<file path="src/rtl/uart_cmd_parser.sv">
// Streaming parser for ASCII "W <addr> <data>\r\n" / "R <addr>\r\n" frames.
// Optional macro UART_CMD_LOWER_HEX_EN also accepts 'w', 'r' and a-f.
module uart_cmd_parser #(
    parameter int ADDR_DIGITS = 4,
    parameter int DATA_DIGITS = 16
) (
    input  logic                     CLK,
    input  logic                     RST_N,
    input  logic [7:0]               RX_DATA,
    input  logic                     RX_VALID,
    output logic                     CMD_VALID,
    input  logic                     CMD_READY,
    output logic                     CMD_WRITE,
    output logic                     CMD_READ,
    output logic [4*ADDR_DIGITS-1:0] CMD_ADDR,
    output logic [4*DATA_DIGITS-1:0] CMD_DATA,
    output logic                     CMD_FAIL,
    output logic [2:0]               ERR_CODE,
    output logic                     OVERRUN
);

    localparam int AW         = 4 * ADDR_DIGITS;
    localparam int DW         = 4 * DATA_DIGITS;
    localparam int MAX_DIGITS = (ADDR_DIGITS > DATA_DIGITS) ? ADDR_DIGITS : DATA_DIGITS;
    localparam int CNT_W      = (MAX_DIGITS > 1) ? $clog2(MAX_DIGITS) : 1;
    localparam logic [CNT_W-1:0] ADDR_LAST = CNT_W'(ADDR_DIGITS - 1);
    localparam logic [CNT_W-1:0] DATA_LAST = CNT_W'(DATA_DIGITS - 1);

    localparam logic [7:0] CH_SP = 8'h20;
    localparam logic [7:0] CH_CR = 8'h0D;
    localparam logic [7:0] CH_LF = 8'h0A;

    localparam logic [2:0] ERR_NONE = 3'd0;
    localparam logic [2:0] ERR_OPC  = 3'd1;
    localparam logic [2:0] ERR_SEP  = 3'd2;
    localparam logic [2:0] ERR_HEX  = 3'd3;
    localparam logic [2:0] ERR_EOL  = 3'd4;

    typedef enum logic [3:0] {
        S_OPC, S_SP1, S_ADDR, S_SEP, S_DATA, S_CR, S_LF, S_SKIP, S_OUT
    } state_t;

    // Returns {valid, nibble}.
    function automatic logic [4:0] hex_decode(input logic [7:0] ch);
        logic [7:0] t;
        t = 8'h00;
        if (ch >= 8'h30 && ch <= 8'h39) begin
            t = ch - 8'h30;
            return {1'b1, t[3:0]};
        end
        if (ch >= 8'h41 && ch <= 8'h46) begin
            t = ch - 8'h37;
            return {1'b1, t[3:0]};
        end
`ifdef UART_CMD_LOWER_HEX_EN
        if (ch >= 8'h61 && ch <= 8'h66) begin
            t = ch - 8'h57;
            return {1'b1, t[3:0]};
        end
`endif
        return 5'b0_0000;
    endfunction

    // Returns {valid, is_write}.
    function automatic logic [1:0] opc_decode(input logic [7:0] ch);
        if (ch == 8'h57) return 2'b11;
        if (ch == 8'h52) return 2'b10;
`ifdef UART_CMD_LOWER_HEX_EN
        if (ch == 8'h77) return 2'b11;
        if (ch == 8'h72) return 2'b10;
`endif
        return 2'b00;
    endfunction

    state_t           state_q, state_d;
    logic             is_write_q, is_write_d;
    logic [AW-1:0]    acc_addr_q, acc_addr_d;
    logic [DW-1:0]    acc_data_q, acc_data_d;
    logic [CNT_W-1:0] cnt_q, cnt_d;
    logic [2:0]       err_q, err_d;
    logic             valid_q, valid_d, write_q, write_d, read_q, read_d;
    logic [AW-1:0]    addr_q, addr_d;
    logic [DW-1:0]    data_q, data_d;
    logic             fail_q, fail_d, overrun_q, overrun_d;
    logic [2:0]       code_q, code_d;

    logic [4:0] hex;
    logic [1:0] opc;
    logic       is_lf, go_skip, go_fail, go_good;
    logic [2:0] skip_code, fail_code;

    assign hex       = hex_decode(RX_DATA);
    assign opc       = opc_decode(RX_DATA);
    assign is_lf     = (RX_DATA == CH_LF);
    // A frame cut short by LF keeps its first recorded cause, else it is an end-of-line fault.
    assign fail_code = (err_q != ERR_NONE) ? err_q : ERR_EOL;

    always_comb begin
        state_d    = state_q;
        is_write_d = is_write_q;
        acc_addr_d = acc_addr_q;
        acc_data_d = acc_data_q;
        cnt_d      = cnt_q;
        err_d      = err_q;
        valid_d    = valid_q;
        write_d    = write_q;
        read_d     = read_q;
        addr_d     = addr_q;
        data_d     = data_q;
        fail_d     = fail_q;
        code_d     = code_q;
        overrun_d  = 1'b0;
        go_skip    = 1'b0;
        go_fail    = 1'b0;
        go_good    = 1'b0;
        skip_code  = ERR_NONE;

        if (state_q == S_OUT) begin
            overrun_d = RX_VALID;
            if (CMD_READY) begin
                state_d = S_OPC;
                valid_d = 1'b0;
                write_d = 1'b0;
                read_d  = 1'b0;
                addr_d  = '0;
                data_d  = '0;
                fail_d  = 1'b0;
                code_d  = ERR_NONE;
                err_d   = ERR_NONE;
            end
        end else if (RX_VALID) begin
            case (state_q)
                S_OPC: begin
                    if (opc[1]) begin
                        is_write_d = opc[0];
                        state_d    = S_SP1;
                    end else if (!is_lf) begin
                        go_skip   = 1'b1;
                        skip_code = ERR_OPC;
                    end
                end
                S_SP1: begin
                    if (is_lf) go_fail = 1'b1;
                    else if (RX_DATA == CH_SP) begin
                        acc_addr_d = '0;
                        cnt_d      = '0;
                        state_d    = S_ADDR;
                    end else begin
                        go_skip   = 1'b1;
                        skip_code = ERR_SEP;
                    end
                end
                S_ADDR: begin
                    if (is_lf) go_fail = 1'b1;
                    else if (hex[4]) begin
                        acc_addr_d = (acc_addr_q << 4) | AW'(hex[3:0]);
                        cnt_d      = cnt_q + CNT_W'(1);
                        if (cnt_q == ADDR_LAST) state_d = S_SEP;
                    end else begin
                        go_skip   = 1'b1;
                        skip_code = ERR_HEX;
                    end
                end
                S_SEP: begin
                    if (is_lf) go_fail = 1'b1;
                    else if (is_write_q && RX_DATA == CH_SP) begin
                        acc_data_d = '0;
                        cnt_d      = '0;
                        state_d    = S_DATA;
                    end else if (!is_write_q && RX_DATA == CH_CR) begin
                        state_d = S_LF;
                    end else begin
                        go_skip   = 1'b1;
                        skip_code = is_write_q ? ERR_SEP : ERR_EOL;
                    end
                end
                S_DATA: begin
                    if (is_lf) go_fail = 1'b1;
                    else if (hex[4]) begin
                        acc_data_d = (acc_data_q << 4) | DW'(hex[3:0]);
                        cnt_d      = cnt_q + CNT_W'(1);
                        if (cnt_q == DATA_LAST) state_d = S_CR;
                    end else begin
                        go_skip   = 1'b1;
                        skip_code = ERR_HEX;
                    end
                end
                S_CR: begin
                    if (is_lf) go_fail = 1'b1;
                    else if (RX_DATA == CH_CR) state_d = S_LF;
                    else begin
                        go_skip   = 1'b1;
                        skip_code = ERR_EOL;
                    end
                end
                S_LF: begin
                    if (is_lf) go_good = 1'b1;
                    else begin
                        go_skip   = 1'b1;
                        skip_code = ERR_EOL;
                    end
                end
                S_SKIP: begin
                    if (is_lf) go_fail = 1'b1;
                end
                default: state_d = S_OPC;
            endcase
        end

        if (go_skip) begin
            state_d = S_SKIP;
            if (err_q == ERR_NONE) err_d = skip_code;
        end
        if (go_fail) begin
            state_d = S_OUT;
            valid_d = 1'b1;
            write_d = 1'b0;
            read_d  = 1'b0;
            addr_d  = '0;
            data_d  = '0;
            fail_d  = 1'b1;
            code_d  = fail_code;
        end
        if (go_good) begin
            state_d = S_OUT;
            valid_d = 1'b1;
            write_d = is_write_q;
            read_d  = !is_write_q;
            addr_d  = acc_addr_q;
            data_d  = is_write_q ? acc_data_q : '0;
            fail_d  = 1'b0;
            code_d  = ERR_NONE;
        end
    end

    always_ff @(posedge CLK or negedge RST_N) begin
        if (!RST_N) begin
            state_q    <= S_OPC;
            is_write_q <= 1'b0;
            acc_addr_q <= '0;
            acc_data_q <= '0;
            cnt_q      <= '0;
            err_q      <= ERR_NONE;
            valid_q    <= 1'b0;
            write_q    <= 1'b0;
            read_q     <= 1'b0;
            addr_q     <= '0;
            data_q     <= '0;
            fail_q     <= 1'b0;
            code_q     <= ERR_NONE;
            overrun_q  <= 1'b0;
        end else begin
            state_q    <= state_d;
            is_write_q <= is_write_d;
            acc_addr_q <= acc_addr_d;
            acc_data_q <= acc_data_d;
            cnt_q      <= cnt_d;
            err_q      <= err_d;
            valid_q    <= valid_d;
            write_q    <= write_d;
            read_q     <= read_d;
            addr_q     <= addr_d;
            data_q     <= data_d;
            fail_q     <= fail_d;
            code_q     <= code_d;
            overrun_q  <= overrun_d;
        end
    end

    assign CMD_VALID = valid_q;
    assign CMD_WRITE = write_q;
    assign CMD_READ  = read_q;
    assign CMD_ADDR  = addr_q;
    assign CMD_DATA  = data_q;
    assign CMD_FAIL  = fail_q;
    assign ERR_CODE  = code_q;
    assign OVERRUN   = overrun_q;

endmodule

</file>
<file path="config.mk">
export PLATFORM = sky130hd
export DESIGN_NAME = uart_cmd_parser
export DESIGN_NICKNAME = d
export VERILOG_FILES = /design/src/rtl/uart_cmd_parser.sv
export SDC_FILE = /design/constraint.sdc
export NUM_CORES = 1
export LEC_CHECK = 0
export ABC_CLOCK_PERIOD_IN_PS = 2960
export BUFFER_PORTS_ARGS = -buffer_cell sky130_fd_sc_hd__buf_2
export CORE_MARGIN = 4
export CORE_UTILIZATION = 59
export CTS_BUF_LIST = sky130_fd_sc_hd__clkbuf_8
export DETAILED_ROUTE_END_ITERATION = 7
export GPL_ROUTABILITY_DRIVEN = 0
export PLACE_DENSITY = 0.86
export SYNTH_ARGS = -nofsm -noshare
export SYNTH_HDL_FRONTEND = slang
export SYNTH_SLANG_ARGS = --single-unit
</file>
<file path="constraint.sdc">
create_clock -name CLK -period 2.96 [get_ports CLK]
set_clock_uncertainty 0.15 [all_clocks]
set_input_delay 0.296 -clock CLK [delete_from_list [all_inputs] [get_ports CLK]]
set_output_delay 0.296 -clock CLK [all_outputs]
set_load 0.05 [all_outputs]
</file>
==> flow_summary.json <==
{
  "period_needed_ps": 2940,
  "finalNetCount": 660,
  "synth_area_sq_um": 7120,
  "die_w_um": 118,
  "portBuffers": 99,
  "cts_tree": "done",
  "worstMarginPinSlew_ps": 692,
  "dr_total_vias": 5116,
  "die_y_um": 118,
  "finalMaxSlewViolations": 0,
  "numCtsBuffers": 17,
  "grt_max_degree": 88,
  "grt_pass1_vias": 4896,
  "clock_latency_ps": 440,
  "slowest_stage": "or4_4",
  "via_per_inst": 6.41,
  "area_delta_synth_final_pct": 15.2,
  "p_leak_nw": 4.24,
  "place_area_sq_um": 7780,
  "status": "complete, no violations",
  "clockBufferDepth": 2,
  "dr_wl_met2_um": 7120,
  "drive_above_1_share_pct": 23.1,
  "synth_nets": 571,
  "dp_hpwl_um": 9930,
  "dieArea_sq_um": 13900,
  "arrival_ps": 3110,
  "rsz0062_at_grt": "true",
  "synth_warnings": 0,
  "htreeDepth": 4,
  "start_kind": "input pin",
  "avgSynthCellArea_sq_um": 12.9,
  "ir_drop_mv": 0.294,
  "grt_overflow": 0,
  "finalSetupViolCount": 0,
  "fin_area_sq_um": 8210,
  "groute.usage.overall_pct": 22.7,
  "num_rows": 39,
  "p_total_w": 0.00495,
  "diodes": 0,
  "dr.pass1.iters": 6,
  "initial_core_util_pct": 61.3,
  "place_ws_ps": 106,
  "hold_viol": 0,
  "drc": 0,
  "synth-edff-count": 0,
  "fp.coreArea_sq_um": 11600,
  "drt_wl_total_um": 15400,
  "ant_nets": 0,
  "crit_path_end_kind": "flip-flop",
  "grt_pass1_wl_um": 26000,
  "critPathMaxStageDelay_ps": 580,
  "wl_per_cell_um": 19.3,
  "crit_required_ps": 3130,
  "synth-seq-cells": 180,
  "fillCellCount": 789,
  "io_pins": 100,
  "clock-sinks": 180,
  "wl_met1_um": 7070,
  "path_cells": "dlygate4sd3_1 -> buf_2 -> or4b_1 -> or4_4 -> a31oi_2 -> a21oi_1 -> a211o_1 -> a221o_1",
  "yosys.cell_types.count": 51,
  "multi_input_area_sq_um": 2430,
  "ys_seq_area_share_pct": 63.2,
  "worst-setup-path-type": "in2reg",
  "seq_area_sq_um": 4500,
  "p_per_area_nw_per_um2": 603,
  "top_layer": "met4",
  "drtIter0Drc": 555,
  "cts.clk_slew.worst_paths_ps": 80,
  "fmax_mhz": 340,
  "hp-class": "in2reg",
  "cts_root_buf": "clkbuf_8",
  "synthArstFlopShare_pct": 100,
  "yosys_most_used_dff": "dfrtp_1",
  "fin_crit_sh_pct": 99.3,
  "timing.slew.headroom_pct": 53.8,
  "drv_cap": 0,
  "path_max_fanout": 8,
  "grt_antenna_before_repair": 0,
  "dr_wl_met3_um": 1080,
  "worst_slack_ps": 20.2,
  "syn-instance-count": 553
}
[Yosys cell counts (all sizes together) (3+ instances only)]
library cell / count / area [sq um]
o21ai: 25 / 133
a21oi: 7 / 35.0
and3: 4 / 25.0
a21o: 5 / 37.5
nand3: 9 / 45.0
nor2: 22 / 82.6
a22o: 158 / 1380
clkbuf: 19 / 72.6
a31oi: 4 / 31.3
nand2: 23 / 86.3
o211ai: 3 / 22.5
and2: 6 / 37.5
o21a: 3 / 22.5
buf: 23 / 118
nor3: 8 / 45.0
nand2b: 4 / 25.0
or4: 3 / 26.3
dfrtp: 180 / 4500
a221o: 3 / 30.0
inv: 6 / 22.5
ha: 6 / 75.1
[cells by family after synthesis]
| family | Yosys count | synth area share, % |
|---|---|---|
| AOI/OAI and AO/OA | 227 | 26.1 |
| DFF | 180 | 63.2 |
| xor gates and xnor gates | 1 | 0.123 |
| adders and majority gates | 6 | 1.05 |
| buffers and inverters | 48 | 2.99 |
| and+or+nand+nor | 90 | 6.36 |
| muxes | 1 | 0.158 |
[per-stage QoR]
stage	util, %	cells	hold WS [ps]	TNS [ps]
after floorplan	-	553	-150	0
after global placement	67.0	764	207	0
after detailed placement	67.0	764	224	0
after CTS	70.7	798	32.4	0
after global routing	70.7	798	42.3	-3.82
final	70.7	798	58.1	0
[flip-flops by register name, indices dropped and copies added, names as in the netlist]
name / count
CMD_WRITE: 1
CMD_FAIL: 1
acc_data_q: 64
is_write_q: 1
err_q: 3
CMD_VALID: 1
OVERRUN: 1
CMD_READ: 1
cnt_q: 4
CMD_DATA: 64
state_q: 4
CMD_ADDR: 16
ERR_CODE: 3
acc_addr_q: 16
[critical path: cells and delay by family]
family	cells	cell delay (ps)
compound gates	4	980
simple gates	2	1140
buf+inv	2	710
[worst paths after layout]
check	endpoint	slack (ps)	from	cells after the start
max	state_q[1]	20	RX_DATA[3]	8
min	is_write_q	60	RX_DATA[4]	3
min reg2reg	CMD_WRITE	330	CMD_WRITE	1
max reg2reg	state_q[1]	360	state_q[2]	7
max in group asynchronous	acc_data_q[35]	1560	RST_N	3
min in group asynchronous	CMD_ADDR[13]	290	RST_N	2
[per-layer routing]
layer	track usage [%]	up-vias
met5	0	-
met4	6.52	0
met3	6.30	21
met2	32.8	228
met1	33.9	2573
li1	-	2294
[power breakdown]
part	internal, W	switching [W]
Sequential	0.00251	0.000143
Combinational	0.000226	0.000409
Clock	0.000816	0.000841
Total	0.00356	0.00139
[layout make-up]
class	count	share of cell area [%]
timing repair buffer	112	8.12
clock inverter	12	1.55
tap	143	2.18
inverter	6	0.274
clock buffer	20	3.35
sequential	180	54.9
multi-input combinational	325	29.6
[placed cells by master, fill, tap and decap left out, types with 4 or more instances in the layout]
| cell type | Yosys | layout |
|---|---|---|
| a21o_1 | 5 | 5 |
| a21oi_1 | 7 | 7 |
| a22o_1 | 158 | 158 |
| and3_1 | 4 | 4 |
| buf_12 | 0 | 5 |
| buf_2 | 22 | 98 |
| buf_4 | 1 | 6 |
| clkbuf_8 | 0 | 20 |
| clkinvlp_4 | 0 | 5 |
| dfrtp_1 | 180 | 180 |
| ha_1 | 6 | 6 |
| inv_1 | 6 | 8 |
| nand2_1 | 23 | 23 |
| nand2b_1 | 4 | 4 |
| nand3_1 | 9 | 9 |
| nor2_1 | 22 | 22 |
| nor3_1 | 7 | 7 |
| o21ai_0 | 23 | 23 |
[repair_timing]
item,in CTS,in global routing
hold buffers,2,0
setup buffers,0,0
resized for setup,0,1
endpoints found under the hold margin,75,0
setup endpoints to repair,0,15
Power figures use the tool's default switching activity.
